$ cat src/rtl/pwm_timebase_counter_if.sv
// PWM timebase bundle: run request and carrier setup in,
// carrier count and boundary pulses out.
interface pwm_timebase_counter_if #(
  parameter int COUNTER_WIDTH   = 16,
  parameter int PRESCALER_WIDTH = 8
);
  logic                       enable;
  logic [1:0]                 mode;
  logic [PRESCALER_WIDTH-1:0] prescale;
  logic [COUNTER_WIDTH-1:0]   period;
  logic [COUNTER_WIDTH-1:0]   counter_out;
  logic                       direction;
  logic                       period_start;
  logic                       top_reached;
  logic                       running;

  modport master (
    output enable,
    output mode,
    output prescale,
    output period,
    input  counter_out,
    input  direction,
    input  period_start,
    input  top_reached,
    input  running
  );

  modport slave (
    input  enable,
    input  mode,
    input  prescale,
    input  period,
    output counter_out,
    output direction,
    output period_start,
    output top_reached,
    output running
  );
endinterface

$ cat src/rtl/pwm_timebase_counter.sv
// PWM carrier timebase: up / down / centre-aligned counter
// with prescaler and boundary pulses for shadow reloads.
module pwm_timebase_counter #(
  parameter int COUNTER_WIDTH   = 16,
  parameter int PRESCALER_WIDTH = 8
) (
  input  logic                 clock,
  input  logic                 reset,
  pwm_timebase_counter_if.slave bus
);

  typedef enum logic {
    S_IDLE,
    S_RUN
  } state_t;

  localparam logic [1:0] M_DOWN = 2'd1;
  localparam logic [1:0] M_UPDN = 2'd2;

  state_t                     r_state;
  logic [COUNTER_WIDTH-1:0]   r_cnt;
  logic                       r_dir;
  logic                       r_ps;
  logic                       r_top;
  logic                       r_run;
  logic [PRESCALER_WIDTH-1:0] r_pre;
  logic [1:0]                 r_mode;
  logic [COUNTER_WIDTH-1:0]   r_period;
  logic [PRESCALER_WIDTH-1:0] r_prescale;

  logic                       w_tick;
  logic                       w_is_dn;
  logic                       w_is_ud;
  logic [COUNTER_WIDTH-1:0]   w_inc;
  logic [COUNTER_WIDTH-1:0]   w_dec;
  logic [COUNTER_WIDTH-1:0]   w_nxt_cnt;
  logic                       w_nxt_dir;
  logic                       w_wrap;
  logic                       w_top;
  logic                       w_start_dn;

  assign w_tick     = (r_pre == r_prescale);
  assign w_is_dn    = (r_mode == M_DOWN);
  assign w_is_ud    = (r_mode == M_UPDN);
  assign w_inc      = r_cnt + 1'b1;
  assign w_dec      = r_cnt - 1'b1;
  assign w_start_dn = (bus.mode == M_DOWN);

  // Next carrier step for one prescaler tick.
  always_comb begin
    w_nxt_cnt = r_cnt;
    w_nxt_dir = r_dir;
    w_wrap    = 1'b0;
    w_top     = 1'b0;
    unique case (1'b1)
      w_is_dn: begin
        if (r_cnt == '0) begin
          w_nxt_cnt = r_period;
          w_wrap    = 1'b1;
        end else begin
          w_nxt_cnt = w_dec;
        end
      end
      w_is_ud: begin
        if (r_period == '0) begin
          w_nxt_cnt = '0;
          w_wrap    = 1'b1;
        end else if (!r_dir) begin
          w_nxt_cnt = w_inc;
          if (w_inc == r_period) begin
            w_nxt_dir = 1'b1;
            w_top     = 1'b1;
          end
        end else begin
          w_nxt_cnt = w_dec;
          if (w_dec == '0) begin
            w_nxt_dir = 1'b0;
            w_wrap    = 1'b1;
          end
        end
      end
      default: begin
        if (r_cnt == r_period) begin
          w_nxt_cnt = '0;
          w_wrap    = 1'b1;
        end else begin
          w_nxt_cnt = w_inc;
        end
      end
    endcase
  end

  always_ff @(posedge clock or negedge reset) begin
    if (!reset) begin
      r_state    <= S_IDLE;
      r_cnt      <= '0;
      r_dir      <= 1'b0;
      r_ps       <= 1'b0;
      r_top      <= 1'b0;
      r_run      <= 1'b0;
      r_pre      <= '0;
      r_mode     <= '0;
      r_period   <= '0;
      r_prescale <= '0;
    end else begin
      unique case (r_state)
        S_IDLE: begin
          r_ps  <= 1'b0;
          r_top <= 1'b0;
          if (bus.enable) begin
            r_state    <= S_RUN;
            r_run      <= 1'b1;
            r_ps       <= 1'b1;
            r_pre      <= '0;
            r_mode     <= bus.mode;
            r_period   <= bus.period;
            r_prescale <= bus.prescale;
            r_dir      <= w_start_dn;
            r_cnt      <= w_start_dn ? bus.period : '0;
          end
        end
        S_RUN: begin
          if (!bus.enable) begin
            r_state <= S_IDLE;
            r_cnt   <= '0;
            r_dir   <= 1'b0;
            r_ps    <= 1'b0;
            r_top   <= 1'b0;
            r_run   <= 1'b0;
            r_pre   <= '0;
          end else if (w_tick) begin
            r_pre <= '0;
            r_cnt <= w_nxt_cnt;
            r_dir <= w_nxt_dir;
            r_ps  <= w_wrap;
            r_top <= w_top;
            // Boundary: adopt the new carrier setup.
            if (w_wrap) begin
              r_mode     <= bus.mode;
              r_period   <= bus.period;
              r_prescale <= bus.prescale;
            end
          end else begin
            r_pre <= r_pre + 1'b1;
            r_ps  <= 1'b0;
            r_top <= 1'b0;
          end
        end
        default: r_state <= S_IDLE;
      endcase
    end
  end

  assign bus.counter_out  = r_cnt;
  assign bus.direction    = r_dir;
  assign bus.period_start = r_ps;
  assign bus.top_reached  = r_top;
  assign bus.running      = r_run;

endmodule
$ cat src/flat_wrapper.sv
// flat-port wrapper written by rule: the top's interface ports become plain ports
module pwm_timebase_counter_flat 
#(
  parameter int COUNTER_WIDTH   = 16,
  parameter int PRESCALER_WIDTH = 8
)
  (clock, reset, bus_enable, bus_mode, bus_prescale, bus_period, bus_counter_out, bus_direction, bus_period_start, bus_top_reached, bus_running);
  pwm_timebase_counter_if #(.COUNTER_WIDTH(COUNTER_WIDTH), .PRESCALER_WIDTH(PRESCALER_WIDTH)) bus_i ();
  input  logic clock;
  input  logic reset;
  input wire logic [$bits(bus_i.enable)-1:0] bus_enable;
  input wire logic [$bits(bus_i.mode)-1:0] bus_mode;
  input wire logic [$bits(bus_i.prescale)-1:0] bus_prescale;
  input wire logic [$bits(bus_i.period)-1:0] bus_period;
  output wire logic [$bits(bus_i.counter_out)-1:0] bus_counter_out;
  output wire logic [$bits(bus_i.direction)-1:0] bus_direction;
  output wire logic [$bits(bus_i.period_start)-1:0] bus_period_start;
  output wire logic [$bits(bus_i.top_reached)-1:0] bus_top_reached;
  output wire logic [$bits(bus_i.running)-1:0] bus_running;
  assign bus_i.enable = bus_enable;
  assign bus_i.mode = bus_mode;
  assign bus_i.prescale = bus_prescale;
  assign bus_i.period = bus_period;
  assign bus_counter_out = bus_i.counter_out;
  assign bus_direction = bus_i.direction;
  assign bus_period_start = bus_i.period_start;
  assign bus_top_reached = bus_i.top_reached;
  assign bus_running = bus_i.running;
  pwm_timebase_counter #(.COUNTER_WIDTH(COUNTER_WIDTH), .PRESCALER_WIDTH(PRESCALER_WIDTH)) u_core (.clock(clock), .reset(reset), .bus(bus_i));
endmodule
$ cat config.mk
export PLATFORM = sky130hd
export DESIGN_NAME = pwm_timebase_counter_flat
export DESIGN_NICKNAME = d
export VERILOG_FILES = /design/src/rtl/pwm_timebase_counter_if.sv /design/src/rtl/pwm_timebase_counter.sv /design/src/flat_wrapper.sv
export SDC_FILE = /design/constraint.sdc
export NUM_CORES = 1
export LEC_CHECK = 0
export ABC_AREA = 1
export BUFFER_PORTS_ARGS = -buffer_cell sky130_fd_sc_hd__buf_2
export CAP_MARGIN = 20
export CORE_UTILIZATION = 55
export CTS_BUF_LIST = sky130_fd_sc_hd__clkbuf_2 sky130_fd_sc_hd__clkbuf_4 sky130_fd_sc_hd__clkbuf_8
export DETAILED_ROUTE_END_ITERATION = 7
export HOLD_SLACK_MARGIN = 0.12
export PLACE_DENSITY = 0.78
export RECOVER_POWER = 100
export REMOVE_ABC_BUFFERS = 1
export SLEW_MARGIN = 20
export SYNTH_ARGS = -nofsm -noshare
export SYNTH_HDL_FRONTEND = slang
export SYNTH_SLANG_ARGS = --single-unit
$ cat constraint.sdc
create_clock -name clock -period 2 [get_ports clock]
set_input_delay 0.4 -clock clock [delete_from_list [all_inputs] [get_ports clock]]
set_output_delay 0.4 -clock clock [all_outputs]
set_load 0.02 [all_outputs]
==> metrics.txt <==
Required @ worst endpoint roughly 2200 ps; aggregate global routing overflow 0; Via density about 6.1; leakage power summed over all cells ~3.3 nW; CTS Buffer Depth 2; nature of the critical path startpoint register; vias in the first global route between 5000 and 6000; initial antenna violation count 0; final HPWL from detailed placement about 13000 um; post-route clock skew roughly 17 ps; average cell area after synthesis around 6.6 um^2; crit-path max cell delay ~420 ps; count of flip-flops with a built-in enable after synthesis 0; multi-input gate area in the final layout ~3500 um^2; reg-to-reg setup timing slack -400 ps; RSZ-0062 raised after global routing yes; number of sinks driven by the clock tree 55; clock latency at the later pin of the worst-skew pair around 330 ps; post-route ant nets 0; most instantiated library cell after synthesis sky130_fd_sc_hd__nand2_1; maximum number of pins on one net before global-route repair 39; number of maximum-capacitance violations 0; sequential area share after synthesis 29.5%; least setup slack across all paths after layout -398 ps; routed wire length per instance ~20 um; Synth cell types 38; fill count about 510; list of cells traversed by the critical path buf_6 > nor2_8 > nand2_4 > buf_6 > nand2_2 > nand2_2 > inv_1 > nand2_1 > nor2_2 > nand2_1 > nor2_1 > nand3_2 > nand2_1 > nand2_1 > nand2_2 > nand2_4 > nand2_8 > nand2_8 > nand2_1 > nand2_1; main area contributors after synthesis sky130_fd_sc_hd__dfrtp_1, sky130_fd_sc_hd__nand2_1, sky130_fd_sc_hd__nand3_1, sky130_fd_sc_hd__nor2_1, sky130_fd_sc_hd__xor2_1; worst path arrival time about 2600 ps; overall die height between 90 and 100 um; count of cells along the worst register-to-register path 20; x dimension of the die roughly 94 um; effective utilization at floorplan 56.8%; accumulated negative setup slack -12280 ps; fraction of final layout cells with drive strength greater than 1 slightly below 40%; post-route non-filler standard cell count 986; Ports 49; type of destination of the critical path register; count of unresolved DRC violations after routing 0; type of the most critical hold path input pin to register; PD cells 787 nW/um^2; critical register-to-register path startpoint u_core.bus.counter_out[1]$_DFFE_PN0P_; Root Buffer sky130_fd_sc_hd__clkbuf_8; core area between 8000 and 9000 um^2; Nets 918; Final period util 120%; wire length of the first global-routing pass between 20000 and 30000 um; number of synthesized register bits 55; number of CTS-inserted buffers 5; violations in the final reports negative setup slack; layout-stage area growth over the synthesis result 46.9%; CTS clk-pin slew, worst paths between 100 and 150 ps; count of yosys warnings during synthesis 0; actual transition at the worst max-transition pin between 1000 and 1500 ps; total placed cells including tap cells 948; final core utilization between 80% and 90%; Post-Place Worst Slack -424 ps; Cell Rows 33; number of failing setup endpoints in the final timing report 45; routed wire length 19600 um; most frequent cells after synthesis sky130_fd_sc_hd__nand2_1, sky130_fd_sc_hd__nor2_1, sky130_fd_sc_hd__nand3_1; total routing resource utilization after global routing a little over two fifths; headroom to the max-slew limit between 10% and 20%; number of hold-slack violations in the final timing report 0; sequential standard cell area about 1400 um^2; type of the worst setup path register to register; top-area cell type share of the netlist area a little under 30%; Area after DPL slightly below 6000 um^2; cell count after synthesis between 700 and 800; total vias in the final route 6025; critical path fanouts, max 13; CTS tree built; combined area of all synthesized cells roughly 4700 um^2; end point of the critical path u_core.r_mode[1]$_DFFE_PN0P_; upper clock frequency limit 417 MHz; routability congestion estimate 1.00; critical path's most frequent cell sky130_fd_sc_hd__nand2_1; Detailed Routing Iterations Pass 1 5; Min Clock Period, post-route between 2000 and 2500 ps; number of max-slew violations in the final report 0; number of port buffers 48; fraction of synthesis flops using an asynchronous set or reset pin 100%; CP Launch Point u_core.bus.counter_out[1]$_DFFE_PN0P_; cell type with the largest total area after synthesis sky130_fd_sc_hd__dfrtp_1; H-tree level count 2; count of antenna diodes in the layout 0; Worst Hold Path Cells 1; leading register cell type out of synthesis sky130_fd_sc_hd__dfrtp_1; CP max stage cell sky130_fd_sc_hd__dfrtp_1; terminus of the critical flop-to-flop path u_core.r_mode[1]$_DFFE_PN0P_; worst vdd rail ir drop between 0.5 and 0.6 mV; floorplan die area 8870 um^2; sum of internal, switching and leakage power 5.40 mW; run status finished with violations; hold slack 226 ps; Layout Cell Area excl Fill approximately 7000 um^2; detailed router's first-iteration violation count between 600 and 700
cell usage in the layout (no fill, tap or decap), types with 20 or more instances in the layout:
master,netlist,final
sky130_fd_sc_hd__buf_4,3,118
sky130_fd_sc_hd__nand2_2,3,25
sky130_fd_sc_hd__nand2_1,180,156
sky130_fd_sc_hd__buf_6,3,20
sky130_fd_sc_hd__inv_1,60,49
sky130_fd_sc_hd__a21oi_1,35,29
sky130_fd_sc_hd__buf_2,9,40
sky130_fd_sc_hd__dfrtp_1,55,52
sky130_fd_sc_hd__nor2_1,80,60
sky130_fd_sc_hd__nand3_1,78,61
per-layer routing:
| metal | wire length [um] | vias up | track usage, % |
|---|---|---|---|
| met5 | 0 | - | 0 |
| met4 | 1330 | 0 | 21.8 |
| met3 | 2220 | 166 | 8.09 |
| met2 | 8910 | 461 | 68.2 |
| met1 | 7170 | 2735 | 53.7 |
| li1 | - | 2663 | - |
cell families (layout without fill, tap and decap cells):
kind of cell,after synthesis,in the layout,synth area share [%]
compound gates,113,113,14.2
xor+xnor,43,43,8.06
fa+ha+maj,9,9,2.41
buf+inv,101,274,9.08
flops,55,55,29.5
simple gates,386,387,36.8
how the worst min path moves through the flow:
stage / from / end / slack [ps]
after floorplan: reset / u_core.bus.counter_out[0]$_DFFE_PN0P_ / 100
after global placement: reset / u_core.bus.counter_out[5]$_DFFE_PN0P_ / 390
after detailed placement: reset / u_core.bus.counter_out[5]$_DFFE_PN0P_ / 390
after CTS: bus_enable / u_core.r_state$_DFF_PN0_ / 210
after global routing: bus_enable / u_core.r_state$_DFF_PN0_ / 220
final: bus_enable / u_core.r_state$_DFF_PN0_ / 230
flip-flops by register name (all words and copies together), names as in the netlist:
name,cells
u_core.r_state,1
u_core.bus.period_start,1
u_core.r_period,16
u_core.bus.top_reached,1
u_core.r_pre,8
u_core.bus.running,1
u_core.r_prescale,8
u_core.bus.counter_out,16
u_core.bus.direction,1
u_core.r_mode,2
worst max-delay path, delay by kind of cell, from the launching register on:
family | cells | cell delay [ps]
buffers and inverters | 3 | 340
and+or+nand+nor | 17 | 1510
DFF | 1 | 420
timing repair:
action	in CTS	in global routing
gates cloned	2	1
pin swaps	36	40
hold buffers	1	0
setup buffers	16	15
resized for setup	107	95
endpoints found under the setup margin	43	45
hold endpoints to repair	17	0
final cells by class:
type                            instances  share of cell area (%)
Timing Repair Buffer                  197                    22.3
Tap cell                              105                    1.92
Clock inverter                          2                   0.237
Multi-Input combinational cell        552                    50.3
Clock buffer                            6                    1.11
Inverter                               69                    3.96
Sequential cell                        55                    20.1
power breakdown:
group	total (mW)	leakage (nW)	switching, mW	internal [mW]
clock network	0.709	0.0452	0.441	0.268
logic	3.17	2.58	1.84	1.33
registers	1.52	0.685	0.257	1.26
total	5.40	3.31	2.54	2.87
Note: power is estimated with default switching activity, not from simulation.
